$ cat config.mk
export PLATFORM = sky130hd
export DESIGN_NAME = drink_dispense_ctrl_flat
export DESIGN_NICKNAME = d
export VERILOG_FILES = /design/src/rtl/drink_pkg.sv /design/src/rtl/drink_dispense_ctrl_if.sv /design/src/rtl/dispense_timer.sv /design/src/rtl/drink_dispense_ctrl.sv /design/src/flat_wrapper.sv
export SDC_FILE = /design/constraint.sdc
export NUM_CORES = 1
export LEC_CHECK = 0
export ABC_AREA = 0
export CORE_MARGIN = 4
export CORE_UTILIZATION = 39
export DETAILED_ROUTE_END_ITERATION = 10
export PLACE_DENSITY = 0.66
export SYNTH_ARGS = -nofsm -noshare
export SYNTH_HDL_FRONTEND = slang
export SYNTH_SLANG_ARGS = --single-unit
$ cat constraint.sdc
create_clock -name clk -period 3.5 [get_ports clk]
set_input_delay 0.875 -clock clk [delete_from_list [all_inputs] [get_ports clk]]
set_output_delay 0.875 -clock clk [all_outputs]
set_load 0.005 [all_outputs]
$ cat src/rtl/drink_pkg.sv
// Shared definitions for the drink fill controller.
//   SIZE_SMALL / SIZE_LARGE : request size codes
//   state_e                 : controller FSM states
//   eff_cycles()            : maps a cycle-count parameter of 0 to 1
//   size_valid()            : true for a recognised size code
package drink_pkg;

  localparam logic [1:0] SIZE_SMALL = 2'b01;
  localparam logic [1:0] SIZE_LARGE = 2'b10;

  typedef enum logic [2:0] {
    IDLE,
    WAIT_CUP,
    ICE,
    POUR,
    FIN,
    ERR
  } state_e;

  function automatic int unsigned eff_cycles(input int unsigned cycles);
    return (cycles == 0) ? 1 : cycles;
  endfunction

  function automatic logic size_valid(input logic [1:0] size);
    return (size == SIZE_SMALL) || (size == SIZE_LARGE);
  endfunction

endpackage

$ cat src/rtl/drink_dispense_ctrl_if.sv
// Fill-request channel between the drink-selection FSMs (master) and the
// dispense controller (slave).
//   req_valid  master->slave  request present
//   req_size   master->slave  01 small, 10 large, others invalid
//   req_ready  slave->master  controller idle; transfer = req_valid & req_ready
//   busy       slave->master  controller not idle
//   done       slave->master  1-cycle pulse, pour completed
//   err        slave->master  1-cycle pulse, request aborted
interface drink_dispense_ctrl_if;
  logic       req_valid;
  logic [1:0] req_size;
  logic       req_ready;
  logic       busy;
  logic       done;
  logic       err;

  modport master (
    output req_valid, req_size,
    input  req_ready, busy, done, err
  );

  modport slave (
    input  req_valid, req_size,
    output req_ready, busy, done, err
  );
endinterface

$ cat src/rtl/dispense_timer.sv
// Loadable up/down counter shared by the wait, ice and pour phases.
// Saturates at 0 when counting down and at all-ones when counting up.
//   clk, reset : clock, async active-high reset (count -> 0)
//   load       : load load_val (highest priority)
//   load_val   : value to load
//   dec / inc  : count down / up (dec wins over inc)
//   count      : current value
//   zero       : count == 0
module dispense_timer #(
  parameter int unsigned CNT_W = 8
) (
  input  logic             clk,
  input  logic             reset,
  input  logic             load,
  input  logic [CNT_W-1:0] load_val,
  input  logic             inc,
  input  logic             dec,
  output logic [CNT_W-1:0] count,
  output logic             zero
);

  always_ff @(posedge clk or posedge reset) begin
    if (reset) begin
      count <= '0;
    end else if (load) begin
      count <= load_val;
    end else if (dec) begin
      if (count != '0) count <= count - 1'b1;
    end else if (inc) begin
      if (count != '1) count <= count + 1'b1;
    end
  end

  assign zero = (count == '0);

endmodule

$ cat src/rtl/drink_dispense_ctrl.sv
// Drink fill controller: accepts a cup-size request, waits for a cup, optionally
// gates ice, then holds the pour valve open for a size-dependent number of cycles.
// Optional feature macro: ICE_DISPENSE_EN (adds the ICE phase and ice_open port).
//   clk, reset   : clock, async active-high reset
//   req          : fill-request channel (slave side)
//   cup_present  : cup sensor, synchronous to clk
//   valve_open   : pour valve drive
//   ice_open     : ice gate drive (ICE_DISPENSE_EN only)
module drink_dispense_ctrl
  import drink_pkg::*;
#(
  parameter int unsigned SMALL_CYCLES = 5,
  parameter int unsigned LARGE_CYCLES = 8,
  parameter int unsigned WAIT_TIMEOUT = 16,
  parameter int unsigned ICE_CYCLES   = 3,
  parameter int unsigned CNT_W        = 8
) (
  input  logic                  clk,
  input  logic                  reset,
  drink_dispense_ctrl_if.slave  req,
  input  logic                  cup_present,
  output logic                  valve_open
`ifdef ICE_DISPENSE_EN
  ,
  output logic                  ice_open
`endif
);

  // Counter reload values are "cycles - 1" since the phase ends on the zero cycle.
  localparam logic [CNT_W-1:0] SMALL_LAST   = CNT_W'(eff_cycles(SMALL_CYCLES) - 1);
  localparam logic [CNT_W-1:0] LARGE_LAST   = CNT_W'(eff_cycles(LARGE_CYCLES) - 1);
  localparam logic [CNT_W-1:0] ICE_LAST     = CNT_W'(eff_cycles(ICE_CYCLES) - 1);
  localparam logic [CNT_W-1:0] TIMEOUT_LAST = CNT_W'(eff_cycles(WAIT_TIMEOUT) - 1);

`ifdef ICE_DISPENSE_EN
  localparam bit ICE_EN = 1'b1;
`else
  localparam bit ICE_EN = 1'b0;
`endif

  state_e           state, state_nxt;
  logic [1:0]       size_q;
  logic             ready_q, busy_q, done_q, err_q, valve_q;
  logic [CNT_W-1:0] pour_last;
  logic [CNT_W-1:0] count;
  logic             cnt_zero, cnt_load, cnt_inc, cnt_dec;
  logic [CNT_W-1:0] cnt_load_val;

  assign pour_last = (size_q == SIZE_LARGE) ? LARGE_LAST : SMALL_LAST;

  always_comb begin
    state_nxt    = state;
    cnt_load     = 1'b0;
    cnt_load_val = '0;
    cnt_inc      = 1'b0;
    cnt_dec      = 1'b0;
    unique case (state)
      IDLE: begin
        if (req.req_valid) begin
          cnt_load  = 1'b1;  // restart the cup-wait count from 0
          state_nxt = size_valid(req.req_size) ? WAIT_CUP : ERR;
        end
      end
      WAIT_CUP: begin
        // A cup arriving on the last wait cycle still wins over the timeout.
        if (cup_present) begin
          cnt_load = 1'b1;
          if (ICE_EN) begin
            cnt_load_val = ICE_LAST;
            state_nxt    = ICE;
          end else begin
            cnt_load_val = pour_last;
            state_nxt    = POUR;
          end
        end else if (count == TIMEOUT_LAST) begin
          state_nxt = ERR;
        end else begin
          cnt_inc = 1'b1;
        end
      end
      ICE: begin
        if (!cup_present) begin
          state_nxt = ERR;
        end else if (cnt_zero) begin
          cnt_load     = 1'b1;
          cnt_load_val = pour_last;
          state_nxt    = POUR;
        end else begin
          cnt_dec = 1'b1;
        end
      end
      POUR: begin
        if (!cup_present) begin
          state_nxt = ERR;  // cup removal beats completion
        end else if (cnt_zero) begin
          state_nxt = FIN;
        end else begin
          cnt_dec = 1'b1;
        end
      end
      FIN, ERR: state_nxt = IDLE;
      default:  state_nxt = IDLE;
    endcase
  end

  // Outputs are registered from the next state so they match a state decode
  // while still being cleared asynchronously by reset.
  always_ff @(posedge clk or posedge reset) begin
    if (reset) begin
      state   <= IDLE;
      size_q  <= 2'b00;
      ready_q <= 1'b1;
      busy_q  <= 1'b0;
      done_q  <= 1'b0;
      err_q   <= 1'b0;
      valve_q <= 1'b0;
`ifdef ICE_DISPENSE_EN
      ice_open <= 1'b0;
`endif
    end else begin
      state <= state_nxt;
      if ((state == IDLE) && req.req_valid && size_valid(req.req_size)) begin
        size_q <= req.req_size;
      end
      ready_q <= (state_nxt == IDLE);
      busy_q  <= (state_nxt != IDLE);
      done_q  <= (state_nxt == FIN);
      err_q   <= (state_nxt == ERR);
      valve_q <= (state_nxt == POUR);
`ifdef ICE_DISPENSE_EN
      ice_open <= (state_nxt == ICE);
`endif
    end
  end

  assign req.req_ready = ready_q;
  assign req.busy      = busy_q;
  assign req.done      = done_q;
  assign req.err       = err_q;
  assign valve_open    = valve_q;

  dispense_timer #(
    .CNT_W (CNT_W)
  ) u_timer (
    .clk      (clk),
    .reset    (reset),
    .load     (cnt_load),
    .load_val (cnt_load_val),
    .inc      (cnt_inc),
    .dec      (cnt_dec),
    .count    (count),
    .zero     (cnt_zero)
  );

endmodule

$ cat src/flat_wrapper.sv
// flat-port wrapper written by rule: the top's interface ports become plain ports
module drink_dispense_ctrl_flat import drink_pkg::*;
#(
  parameter int unsigned SMALL_CYCLES = 5,
  parameter int unsigned LARGE_CYCLES = 8,
  parameter int unsigned WAIT_TIMEOUT = 16,
  parameter int unsigned ICE_CYCLES   = 3,
  parameter int unsigned CNT_W        = 8
)
  (clk, reset, cup_present, valve_open, req_req_valid, req_req_size, req_req_ready, req_busy, req_done, req_err);
  drink_dispense_ctrl_if req_i ();
  input  logic clk;
  input  logic reset;
  input  logic cup_present;
  output logic valve_open;
  input wire logic [$bits(req_i.req_valid)-1:0] req_req_valid;
  input wire logic [$bits(req_i.req_size)-1:0] req_req_size;
  output wire logic [$bits(req_i.req_ready)-1:0] req_req_ready;
  output wire logic [$bits(req_i.busy)-1:0] req_busy;
  output wire logic [$bits(req_i.done)-1:0] req_done;
  output wire logic [$bits(req_i.err)-1:0] req_err;
  assign req_i.req_valid = req_req_valid;
  assign req_i.req_size = req_req_size;
  assign req_req_ready = req_i.req_ready;
  assign req_busy = req_i.busy;
  assign req_done = req_i.done;
  assign req_err = req_i.err;
  drink_dispense_ctrl #(.SMALL_CYCLES(SMALL_CYCLES), .LARGE_CYCLES(LARGE_CYCLES), .WAIT_TIMEOUT(WAIT_TIMEOUT), .ICE_CYCLES(ICE_CYCLES), .CNT_W(CNT_W)) u_core (.clk(clk), .reset(reset), .req(req_i), .cup_present(cup_present), .valve_open(valve_open));
endmodule
==> results of run 1 <==
Yosys cell counts (3+ instances only):
| library cell | number |
|---|---|
| a21oi_1 | 8 |
| a31oi_1 | 3 |
| dfrtp_1 | 17 |
| ha_1 | 6 |
| inv_1 | 6 |
| nand2_1 | 5 |
| nand3_1 | 3 |
| nor2_1 | 9 |
| nor3_1 | 3 |
| o21a_1 | 3 |
| o21ai_0 | 7 |
| o21ai_1 | 3 |
| xnor2_1 | 4 |
flip-flops by register name, indices dropped and copies added (netlist names):
register and count:
u_core.req.busy 1, u_core.req.done 1, u_core.req.err 1, u_core.req.req_ready 1, u_core.size_q 2, u_core.state 3
u_core.u_timer.count 8, u_core.valve_open 1
cell usage in the layout, fill, tap and decap left out, types with 4 or more instances in the layout:
| cell type | netlist | routed |
|---|---|---|
| clkdlybuf4s50_1 | 0 | 10 |
| dfrtp_1 | 17 | 17 |
| xnor2_1 | 4 | 4 |
| o21ai_0 | 7 | 7 |
| nand2_1 | 5 | 5 |
| a21oi_1 | 8 | 8 |
| ha_1 | 6 | 6 |
| inv_1 | 6 | 6 |
| nor2_1 | 9 | 9 |
kinds of logic (layout without fill, tap and decap cells):
family          after synthesis  in the layout  synth area share, %
fa+ha+maj                     7              7                8.225
buf+inv                      10             23                4.545
compound gates               39             39                24.57
xor+xnor                      6              6                4.545
simple gates                 36             36                17.32
mux                           2              2                1.732
flops                        18             18                39.07
worst paths after layout:
path,to,slack [ns],start,depth (start not counted)
worst max-delay path,u_core.u_timer.count[6],0.50,cup_present,10
min in group asynchronous,u_core.u_timer.count[7],0.96,reset,2
worst max register to register,u_core.u_timer.count[6],0.64,u_core.u_timer.count[4],9
worst min-delay path,u_core.u_timer.count[7],0.51,u_core.u_timer.count[7],1
worst min register to register,u_core.u_timer.count[7],0.51,u_core.u_timer.count[7],1
max in group asynchronous,u_core.size_q[0],2.10,reset,2
through the flow:
step	worst slack [ns]	util [%]	power, mW	cells
after detailed placement	0.1827	45.90	0.9868	158
after floorplan	0.7509	-	0.8582	118
after global routing	0.3385	47.19	1.224	162
after CTS	0.4942	47.19	1.125	162
after global placement	0.2277	45.90	0.9760	158
final	0.4960	47.19	1.119	162
critical path, cell delays in order:
cell             delay, ns
clkdlybuf4s50_1       0.47
nor2b_1               0.28
o211ai_4              0.15
inv_1                 0.19
ha_1                  0.30
nor2b_1               0.16
o31a_1                0.25
o21a_1                0.18
o21a_1                0.16
o31ai_1               0.20
power by group through the flow:
stage | combinational, mW | clock, mW | sequential [mW]
after floorplan | 0.510 | 0 | 0.348
after global placement | 0.594 | 0 | 0.382
after detailed placement | 0.604 | 0 | 0.383
after CTS | 0.611 | 0.135 | 0.379
after global routing | 0.686 | 0.144 | 0.393
final | 0.604 | 0.134 | 0.381
routing by layer:
layer	global-route usage (%)	routed length, um	vias to the layer above
met3	4.676	114	6
li1	-	-	457
met1	15.65	1047	457
met4	6.336	33	0
met2	19.84	1086	20
met5	0	0	-
area by class of cell:
| class | instances | area [um2] | area share (%) |
|---|---|---|---|
| tap | 31 | 38.79 | 2.930 |
| sequential | 18 | 451.7 | 34.12 |
| multi-input combinational | 90 | 651.9 | 49.24 |
| inverter | 6 | 22.52 | 1.701 |
| clock buffer | 4 | 36.28 | 2.741 |
| timing repair buffer | 13 | 122.6 | 9.263 |
==> metrics.txt, run 1 <==
sequential power share between 30% and 40%; final wirelength about 2300 um; I/O Pins 11; TNS Setup 0 ns; CTS max path bufs 2; Power Dens Cells roughly 850 nW/um2; YS warnings 0; total grt overflow 0; EDFF count, synth 0; Pint 0.6458 mW; Worst-Margin Slew between 0.6 and 0.7 ns; RSZ-0062 raised after global routing no; FILL cells 258; final hold vios 0; cell taking the most area after synthesis dfrtp_1; clock network power share a little under an eighth; DRC Markers 0; asr flop ratio synth 100.0%; die area roughly 3900 um2; final antenna-violating net count 0; switching power approximately 0.47 mW; clk slew on worst S/H paths between 0.1 and 0.15 ns; share of layout cells above drive strength 1 12.21%; crit path time final roughly 3 ns; count of input and output buffers 10; die width roughly 62 um; crit end category flip-flop; switch share about 42%; combinational power share between 50% and 60%; syn nets 131; total of max-cap violations 0; Min Hold Slack slightly above 0.5 ns; status completed; post-CTS setup buffers 0; vias in the first global route slightly below 900; Worst EP required 3.73 ns; # resized after CTS 0; final setup fails 0; CP Launch Type input port; TritonCTS clock tree yes; TritonCTS buffer count 3; clock skew around 0.003 ns; Area Overhead vs Synth 14.50%; Final Max Slew Viols 0; Initial DRC Count 48; clock sinks 18; WL/cell ~14 um; nets@finish around 150; synthesized area approximately 1200 um2; # diodes 0; Syn Inst Count 118; FMAX between 300 and 400 MHz; Synth Area per Inst approximately 10 um2; FF+latch count, synth 18; hpwl dp approximately 1700 um; Via density slightly below 6; GRT Overall Usage about an eighth; WP data arrival around 3.2 ns; highest fanout seen on the critical path 6; later-pin clock latency in the skew report 0.31 ns; initial antenna violation count 0; ys flop type dfrtp_1; top post-synthesis cells by area dfrtp_1, ha_1, a21oi_1; global-route wire length before repair 4043 um; DP Area 1287 um2; Synth top area share between 30% and 40%; vias 940; Post-CTS Hold Buffers 0; Final Cycle Share between 80% and 90%; Non-Filler Cell Area, Final between 1000 and 1500 um2; kind of critical path input port to flip-flop; worst hold path class flip-flop to flip-flop; Slew HR 53.67%; Placer Congestion a little over 0.8; initial core utilization around two fifths; Rows 19; peak supply drop between 200 and 300 uV; post-synth cell types 42; die height 62.45 um; root buf cell clkbuf_4; Initial DRT Pass Iterations 5; largest net degree at the start of global routing 19; Seq/Total Area, Yosys 39.07%; P_leak approximately 0.57 nW; CORE AREA roughly 2800 um2; H-tree Lvls 1
(Power assumes the default switching activity.)
==> run 2, diff against run 1 <==
Settings changed: SKIP_LAST_GASP set to 1.
==> results of run 2 <==
Final layout, timing and power as in run 1 (identical DEF).
